--- src/rtl/mult_div_unit.sv ---
// mult_div_unit: iterative 32-cycle multiply/divide engine with HI/LO result
// registers, MTHI/MTLO write-back and a registered busy flag for PC stall.
module mult_div_unit #(
  parameter int WIDTH = 32
) (
  input  logic             clk,
  input  logic             reset,
  input  logic             start,
  input  logic [1:0]       op,
  input  logic [WIDTH-1:0] opA,
  input  logic [WIDTH-1:0] opB,
  input  logic             wr_hi,
  input  logic             wr_lo,
  input  logic [WIDTH-1:0] wdata,
  output logic             busy,
  output logic             done,
  output logic             div_zero,
  output logic [WIDTH-1:0] hi,
  output logic [WIDTH-1:0] lo
);

  localparam int CW = (WIDTH > 1) ? $clog2(WIDTH) : 1;
  localparam logic [CW-1:0] LAST = CW'(WIDTH - 1);

  typedef enum logic [1:0] {
    IDLE = 2'd0,
    RUN  = 2'd1,
    FIX  = 2'd2
  } state_t;

  state_t              state;
  logic [1:0]          op_q;
  logic [WIDTH-1:0]    a_mag;
  logic [WIDTH-1:0]    b_mag;
  logic                sign_a;
  logic                sign_b;
  logic [CW-1:0]       cnt;
  logic [2*WIDTH-1:0]  acc;

  logic                in_signed;
  logic [WIDTH-1:0]    a_abs;
  logic [WIDTH-1:0]    b_abs;
  logic [WIDTH:0]      mul_sum;
  logic [2*WIDTH-1:0]  mul_next;
  logic [WIDTH:0]      div_shift;
  logic                div_ge;
  logic [WIDTH-1:0]    div_diff;
  logic [2*WIDTH-1:0]  div_next;
  logic                q_signed;
  logic [2*WIDTH-1:0]  neg_acc;
  logic [WIDTH-1:0]    neg_rem;
  logic [WIDTH-1:0]    neg_quo;
  logic [WIDTH-1:0]    neg_a;
  logic [WIDTH-1:0]    fix_hi;
  logic [WIDTH-1:0]    fix_lo;
  logic                fix_dz;

  // Operand magnitudes for the incoming request (signed ops fold to abs value)
  always_comb begin
    in_signed = ~op[0];
    a_abs     = opA;
    b_abs     = opB;
    if (in_signed && opA[WIDTH-1]) a_abs = -opA;
    if (in_signed && opB[WIDTH-1]) b_abs = -opB;
  end

  // One iteration step: shift-add multiply and restoring divide share acc
  always_comb begin
    mul_sum   = {1'b0, acc[2*WIDTH-1:WIDTH]} + (acc[0] ? {1'b0, a_mag} : '0);
    mul_next  = {mul_sum, acc[WIDTH-1:1]};
    div_shift = {acc[2*WIDTH-1:WIDTH], acc[WIDTH-1]};
    div_ge    = (div_shift >= {1'b0, b_mag});
    div_diff  = div_shift[WIDTH-1:0] - b_mag;
    if (div_ge) div_next = {div_diff, acc[WIDTH-2:0], 1'b1};
    else        div_next = {div_shift[WIDTH-1:0], acc[WIDTH-2:0], 1'b0};
  end

  // Final sign correction and divide-by-zero substitution for the HI/LO write
  always_comb begin
    q_signed = ~op_q[0];
    neg_acc  = -acc;
    neg_quo  = -acc[WIDTH-1:0];
    neg_rem  = -acc[2*WIDTH-1:WIDTH];
    neg_a    = -a_mag;
    fix_dz   = 1'b0;
    fix_hi   = acc[2*WIDTH-1:WIDTH];
    fix_lo   = acc[WIDTH-1:0];
    if (!op_q[1]) begin
      if (q_signed && (sign_a ^ sign_b)) begin
        fix_hi = neg_acc[2*WIDTH-1:WIDTH];
        fix_lo = neg_acc[WIDTH-1:0];
      end
    end else if (b_mag == '0) begin
      fix_dz = 1'b1;
      fix_lo = '1;
      fix_hi = (q_signed && sign_a) ? neg_a : a_mag;
    end else begin
      if (q_signed && (sign_a ^ sign_b)) fix_lo = neg_quo;
      if (q_signed && sign_a)            fix_hi = neg_rem;
    end
  end

  // Control FSM with registered busy/done/div_zero and HI/LO ownership
  always_ff @(posedge clk) begin
    if (reset) begin
      state    <= IDLE;
      busy     <= 1'b0;
      done     <= 1'b0;
      div_zero <= 1'b0;
      hi       <= '0;
      lo       <= '0;
      cnt      <= '0;
      op_q     <= 2'b00;
      a_mag    <= '0;
      b_mag    <= '0;
      sign_a   <= 1'b0;
      sign_b   <= 1'b0;
      acc      <= '0;
    end else begin
      done <= 1'b0;
      case (state)
        IDLE: begin
          if (wr_hi) hi <= wdata;
          if (wr_lo) lo <= wdata;
          if (start) begin
            op_q     <= op;
            a_mag    <= a_abs;
            b_mag    <= b_abs;
            sign_a   <= opA[WIDTH-1];
            sign_b   <= opB[WIDTH-1];
            cnt      <= '0;
            div_zero <= 1'b0;
            busy     <= 1'b1;
            acc      <= op[1] ? {{WIDTH{1'b0}}, a_abs} : {{WIDTH{1'b0}}, b_abs};
            state    <= RUN;
          end
        end
        RUN: begin
          acc <= op_q[1] ? div_next : mul_next;
          if (cnt == LAST) state <= FIX;
          else             cnt   <= cnt + 1'b1;
        end
        FIX: begin
          hi       <= fix_hi;
          lo       <= fix_lo;
          div_zero <= fix_dz;
          done     <= 1'b1;
          busy     <= 1'b0;
          state    <= IDLE;
        end
        default: state <= IDLE;
      endcase
    end
  end

endmodule

--- config.mk ---
export PLATFORM = sky130hd
export DESIGN_NAME = mult_div_unit
export DESIGN_NICKNAME = d
export VERILOG_FILES = /design/src/rtl/mult_div_unit.sv
export SDC_FILE = /design/constraint.sdc
export NUM_CORES = 1
export LEC_CHECK = 0
export BUFFER_PORTS_ARGS = -buffer_cell sky130_fd_sc_hd__buf_2
export CAP_MARGIN = 30
export CORE_ASPECT_RATIO = 1.4
export CORE_MARGIN = 2
export CORE_UTILIZATION = 47
export DETAILED_ROUTE_END_ITERATION = 8
export PLACE_DENSITY = 0.64
export SETUP_SLACK_MARGIN = 0.02
export SLEW_MARGIN = 20
export SYNTH_ARGS = -nofsm -noshare
export SYNTH_HDL_FRONTEND = slang
export SYNTH_SLANG_ARGS = --single-unit
--- constraint.sdc ---
create_clock -name clk -period 4.31 [get_ports clk]
set_input_delay 0.862 -clock clk [delete_from_list [all_inputs] [get_ports clk]]
set_output_delay 0.862 -clock clk [all_outputs]
set_load 0.02 [all_outputs]
Word-level counts from Yosys, hierarchy flattened. Index checks and enable logic that the tools add are counted.

Register bits: 206. Input bits: 103. Output and inout port bits: 67. Word-level logic and storage cells: 83.

Add/subtract/negate cells: 9. Order comparisons: 1. Eq/ne operators: 8. Mux-type cells: 34. Bitwise operators: 3. Reductions and logical operators: 15.

Operator list (count): 32-bit 2-to-1 mux (15); 64-bit 2-to-1 mux (3); 32-bit negation (5); 32-bit case mux with 2 select lines (2); 64-bit case mux with 2 select lines (1); 64-bit negation (1); 32-bit by 32-bit adder with 33-bit output (1); 33-bit by 32-bit greater-or-equal comparator with 1-bit output (1); 32-bit zero test (1); 32-bit subtractor (1); 2-bit AND reduction (6); 5-bit 2-to-1 mux (2); 2-bit inequality test (second input constant) (5); 5-bit case mux with 2 select lines (1); 5-bit by 1-bit adder with 5-bit output (second input constant) (1); 5-bit == test (second input constant) (1); 1-bit 2-to-1 mux (5); 1-bit logical AND (4); 2-bit 2-to-1 mux (2); 1-bit case mux with 2 select lines (2); 2-bit case mux with 2 select lines (1); 2-bit nonzero test (2); 3-bit AND reduction (1); 2-bit by 1-bit == test with 1-bit output (second input constant) (1); 4 further kinds (5).

Depth between registers and ports, before layout.
Word-level depth: 6. Depth in mapped cells: 16. Gate-level depth less buffers: 15.

Worst setup path after synthesis. OpenSTA, ideal clock, no wires.

Path type: flip-flop to flip-flop. From: register acc[0]. To: register acc[62]. Library setup time: 0.129 ns. Data arrival time: 3.289 ns. Required time: 4.181 ns. Setup slack: 0.893 ns. Cell stages (with the launch flop): 16. Path buffers: 2. Clock period less this slack: 3.417 ns. Path through: dfxtp_1 > buf_2 > clkbuf_1 > nand2_1 > inv_1 > ha_1 > a211oi_1 > nor2_1 > o31a_1 > a31o_2 > a31o_2 > o31ai_1 > o311ai_0 > a31o_2 > nand3_1 > nand4_1.

Longest elaborated chain between the ends: 4.

Ends and longest elaborated chain: from (decl) (RTL line 38) `logic [2*WIDTH-1:0] acc;`; from (signal assigned) (RTL line 134) `acc <= op[1] ? {{WIDTH{1'b0}}, a_abs} : {{WIDTH{1'b0}}, b_abs};`; from (signal assigned) (RTL line 139) `acc <= op_q[1] ? div_next : mul_next;`; 32-bit 2-to-1 mux (RTL line 69) `mul_sum = {1'b0, acc[2*WIDTH-1:WIDTH]} + (acc[0] ? {1'b0, a_mag} : '0);`; 32-bit by 32-bit adder with 33-bit output (RTL line 69); 64-bit 2-to-1 mux (RTL line 139); 64-bit case mux with 2 select lines (RTL line 121) `case (state)`.

Every way passes these cells. A chain may end at the register's enable or synchronous reset.

Worst setup path in the final report.
From: register acc[0]. To: register hi[30].

Longest elaborated chain between the ends: 4.

Ends and longest elaborated chain: 64-bit negation (RTL line 81) `neg_acc = -acc;`; 32-bit 2-to-1 mux (RTL line 89) `if (q_signed && (sign_a ^ sign_b)) begin`; 32-bit 2-to-1 mux (RTL line 88) `if (!op_q[1]) begin`; 32-bit case mux with 2 select lines (RTL line 121); to (signal assigned) (RTL line 123) `if (wr_hi) hi <= wdata;`; to (signal assigned) (RTL line 144) `hi <= fix_hi;`; to (decl) (RTL line 18) `output logic [WIDTH-1:0] hi,`.

Every way passes these cells.

==> reports/qor.csv <==
stage;metric;value;unit
cts;clock buffer depth;3;
synth;main flop type after synthesis;dfxtp_1;
die;number of core rows;82;
synth;Mapped Cells;2304;
critical_path;worst setup path class;flip-flop to flip-flop;
sta;Setup Skew;0.0116;ns
routing;drt wl/cell;22.7;um
grt;Overflow after GRT;0;
sta;Fmax;259;MHz
place;Final GP Congestion;0.976;
die;Die Y;228;um
grt;vias in the first global route;16600;
die;core area;35600;um^2
hold_path;Hold Path Class;flip-flop to flip-flop;
routing;DRC;0;
grt;total track usage;0.333;
grt;largest net degree at the start of global routing;76;
synth;Syn Nets;2480;
layout;commonest non-fill, non-tap cell in the layout;a21oi_1;
sta;RSZ-0062 raised after global routing;false;
die;Initial Util;0.473;
routing;Initial DRC Count;1522;
cts;CTS sink cnt;206;
power;Pwr per Cell Area;326;nW/um^2
critical_path;CP arrival;4.32;ns
synth;most area-hungry cell type in the Yosys netlist;dfxtp_1;
cts;CTS Hold Bufs;0;
sta;actual slew at the worst max-slew pin;0.858;ns
synth;synthesis-stage register bit count;206;
synth;Avg Inst Size Synth;7.31;um^2
sta;fin. max-slew vios;0;
sta;slew margin rel.;0.426;
layout;layout cell share with drive strength beyond 1;0.120;
layout;commonest cells after routing, fill and taps aside;a21oi_1 (232), nor2_1 (225), nand2_1 (219), dfxtp_1 (205), o21ai_0 (200);
flow_run;Max-Cap Viols;0;
place;I/O Buffers;169;
critical_path;type of origin of the critical path;flip-flop;
synth;number of synthesized flops with an enable pin;0;
sta;Final Hold Fails;0;
die;Die W;164;um
grt;GR Util met2;0.536;
grt;initial antenna violation count;0;
place;detailed-placement wirelength estimate;50700;um
layout;fill cell count;3561;
cts;Post-CTS Setup Bufs;0;
critical_path;endpoint class of the critical path;flip-flop;
synth;area share of the largest cell type after synthesis;0.245;
cts;worst skew pair latency;0.53;ns
routing;Via density;6.23;
routing;final wirelength;64500;um
grt;GR Layer Usage met1;0.403;
grt;first-pass GRT wire length;96600;um
layout;fin area;18700;um^2
routing;Detailed Routing Iterations Pass 1;6;
layout;area delta synth->final;10.8;%
critical_path;critical-path maximum fanout;7;
cts;number of H-tree levels;1;
layout;non-filler cells, final;2838;
cts;Resized cells post-CTS;0;
grt;grt met3 use;0.0316;
sta;final setup violating endpoints;0;
outcome;outcome;completed;
sta;Period Utilization, post-route;0.895;
cts;Clk pin slew, worst setup/hold paths;0.07;ns
synth;Synth async-reset ratio;0;
cts;CTS buffer count;21;
place;DP Cell Count;2801;
cts;TritonCTS clock tree;yes;
layout;Antenna Cells;0;
routing;ANT nets after route;0;
routing;vias;17700;
die;die area;37400;um^2
power;total power;6090;uW
synth;Synthesis Warnings;0;
synth;number of distinct library cells after synthesis;80;
power;Static Leak;0.00763;uW
synth;register area share after synthesis;0.245;
cts;root buffer cell;clkbuf_16;
layout;NumNets Final;2538;
die;# IOs;170;
sta;Tmin final;3.86;ns
sta;setup_tns;0;ns
place;DP Area;18000;um^2
grt;grt peak-use layer;met2;
critical_path;CP required;4.77;ns
synth;leading post-synthesis cells by cell area;dfxtp_1 (24%), a21oi_1 (6.9%), o21ai_0 (5.9%);
synth;Synth Cell Area;16800;um^2
power;maximum vdd drop;311;uV
## logic make-up after synthesis
kind of cell    after synthesis  share of synthesized area
compound gates              761                      0.282
buf+inv                     245                     0.0561
mux                          61                     0.0370
fa+ha+maj                    73                     0.0551
flops                       206                      0.245
simple gates                746                      0.214
xor+xnor                    212                      0.110
## power by group
part / internal, uW / total (uW) / switching (uW)
combinational: 698 / 1890 / 1190
clock: 1100 / 1930 / 830
sequential: 2040 / 2270 / 228
total: 3830 / 6090 / 2250
## final timing paths
path	startpoint	endpoint	slack (ns)	depth (start not counted)
max	acc[0]	hi[30]	0.45	12
min	lo[7]	lo[7]	0.45	2
max reg2reg	acc[0]	hi[30]	0.45	12
min reg2reg	lo[7]	lo[7]	0.45	2
## per-stage QoR
stage,hold WS [ns],setup WS [ns],util
floorplan,0.447,0.893,-
global placement,0.438,0.555,0.505
detailed placement,0.443,0.521,0.505
CTS,0.450,0.511,0.524
global route,0.462,0.294,0.524
finish,0.449,0.454,0.524
## synthesized netlist by cell type, types with 9 or more instances
master / instances
a21oi_1: 233
nor2_1: 229
nand2_1: 219
dfxtp_1: 206
o21ai_0: 200
clkbuf_1: 151
xnor2_1: 111
xor2_1: 101
ha_1: 71
inv_1: 64
mux2i_1: 60
nor3_1: 52
a211oi_1: 42
and2_1: 41
nor4_1: 36
o211ai_1: 35
nand3_1: 30
o221ai_1: 28
o31ai_1: 27
a21o_1: 25
a22o_1: 23
nand2b_1: 23
a22oi_1: 19
a31oi_1: 18
nand4_1: 17
o41ai_1: 17
nor2b_1: 16
a311oi_1: 15
buf_1: 15
or4_1: 15
or3_1: 14
and3_1: 12
o21a_1: 12
buf_2: 10
o21bai_1: 9
## cell type report
class	count	area (um^2)	share of cell area
Multi-Input combinational cell	1853	11800	0.633
Sequential cell	206	4130	0.221
Timing Repair Buffer	214	1190	0.0640
Tap cell	462	578	0.0310
Clock buffer	25	551	0.0295
Inverter	66	248	0.0133
Clock inverter	12	148	0.00791
## state kept, by name, indices dropped and copies added (netlist names)
signal	flops
a_mag	32
sign_b	1
sign_a	1
done	1
state	2
op_q	2
busy	1
div_zero	1
b_mag	32
hi	32
lo	32
acc	64
cnt	5
## critical path: stages (launching register included)
cell and delay, ns:
dfxtp_1 0.39, inv_1 0.16, ha_1 0.24, or4b_2 0.68
nor3_2 0.29, and3b_1 0.28, nor4b_2 0.62, and4_1 0.37
a21oi_1 0.10, xnor2_1 0.16, o21ai_0 0.19, o221ai_1 0.13
a21oi_1 0.16
## layer usage
| layer | wire (um) | share of wire | up-vias |
|---|---|---|---|
| met1 | 25700 | 0.40 | 8241 |
| met2 | 29400 | 0.45 | 769 |
| met5 | 0 | 0 | - |
| met4 | 5980 | 0.093 | 0 |
| met3 | 3510 | 0.054 | 215 |
| li1 | - | - | 8453 |
Power figures use the tool's default switching activity.
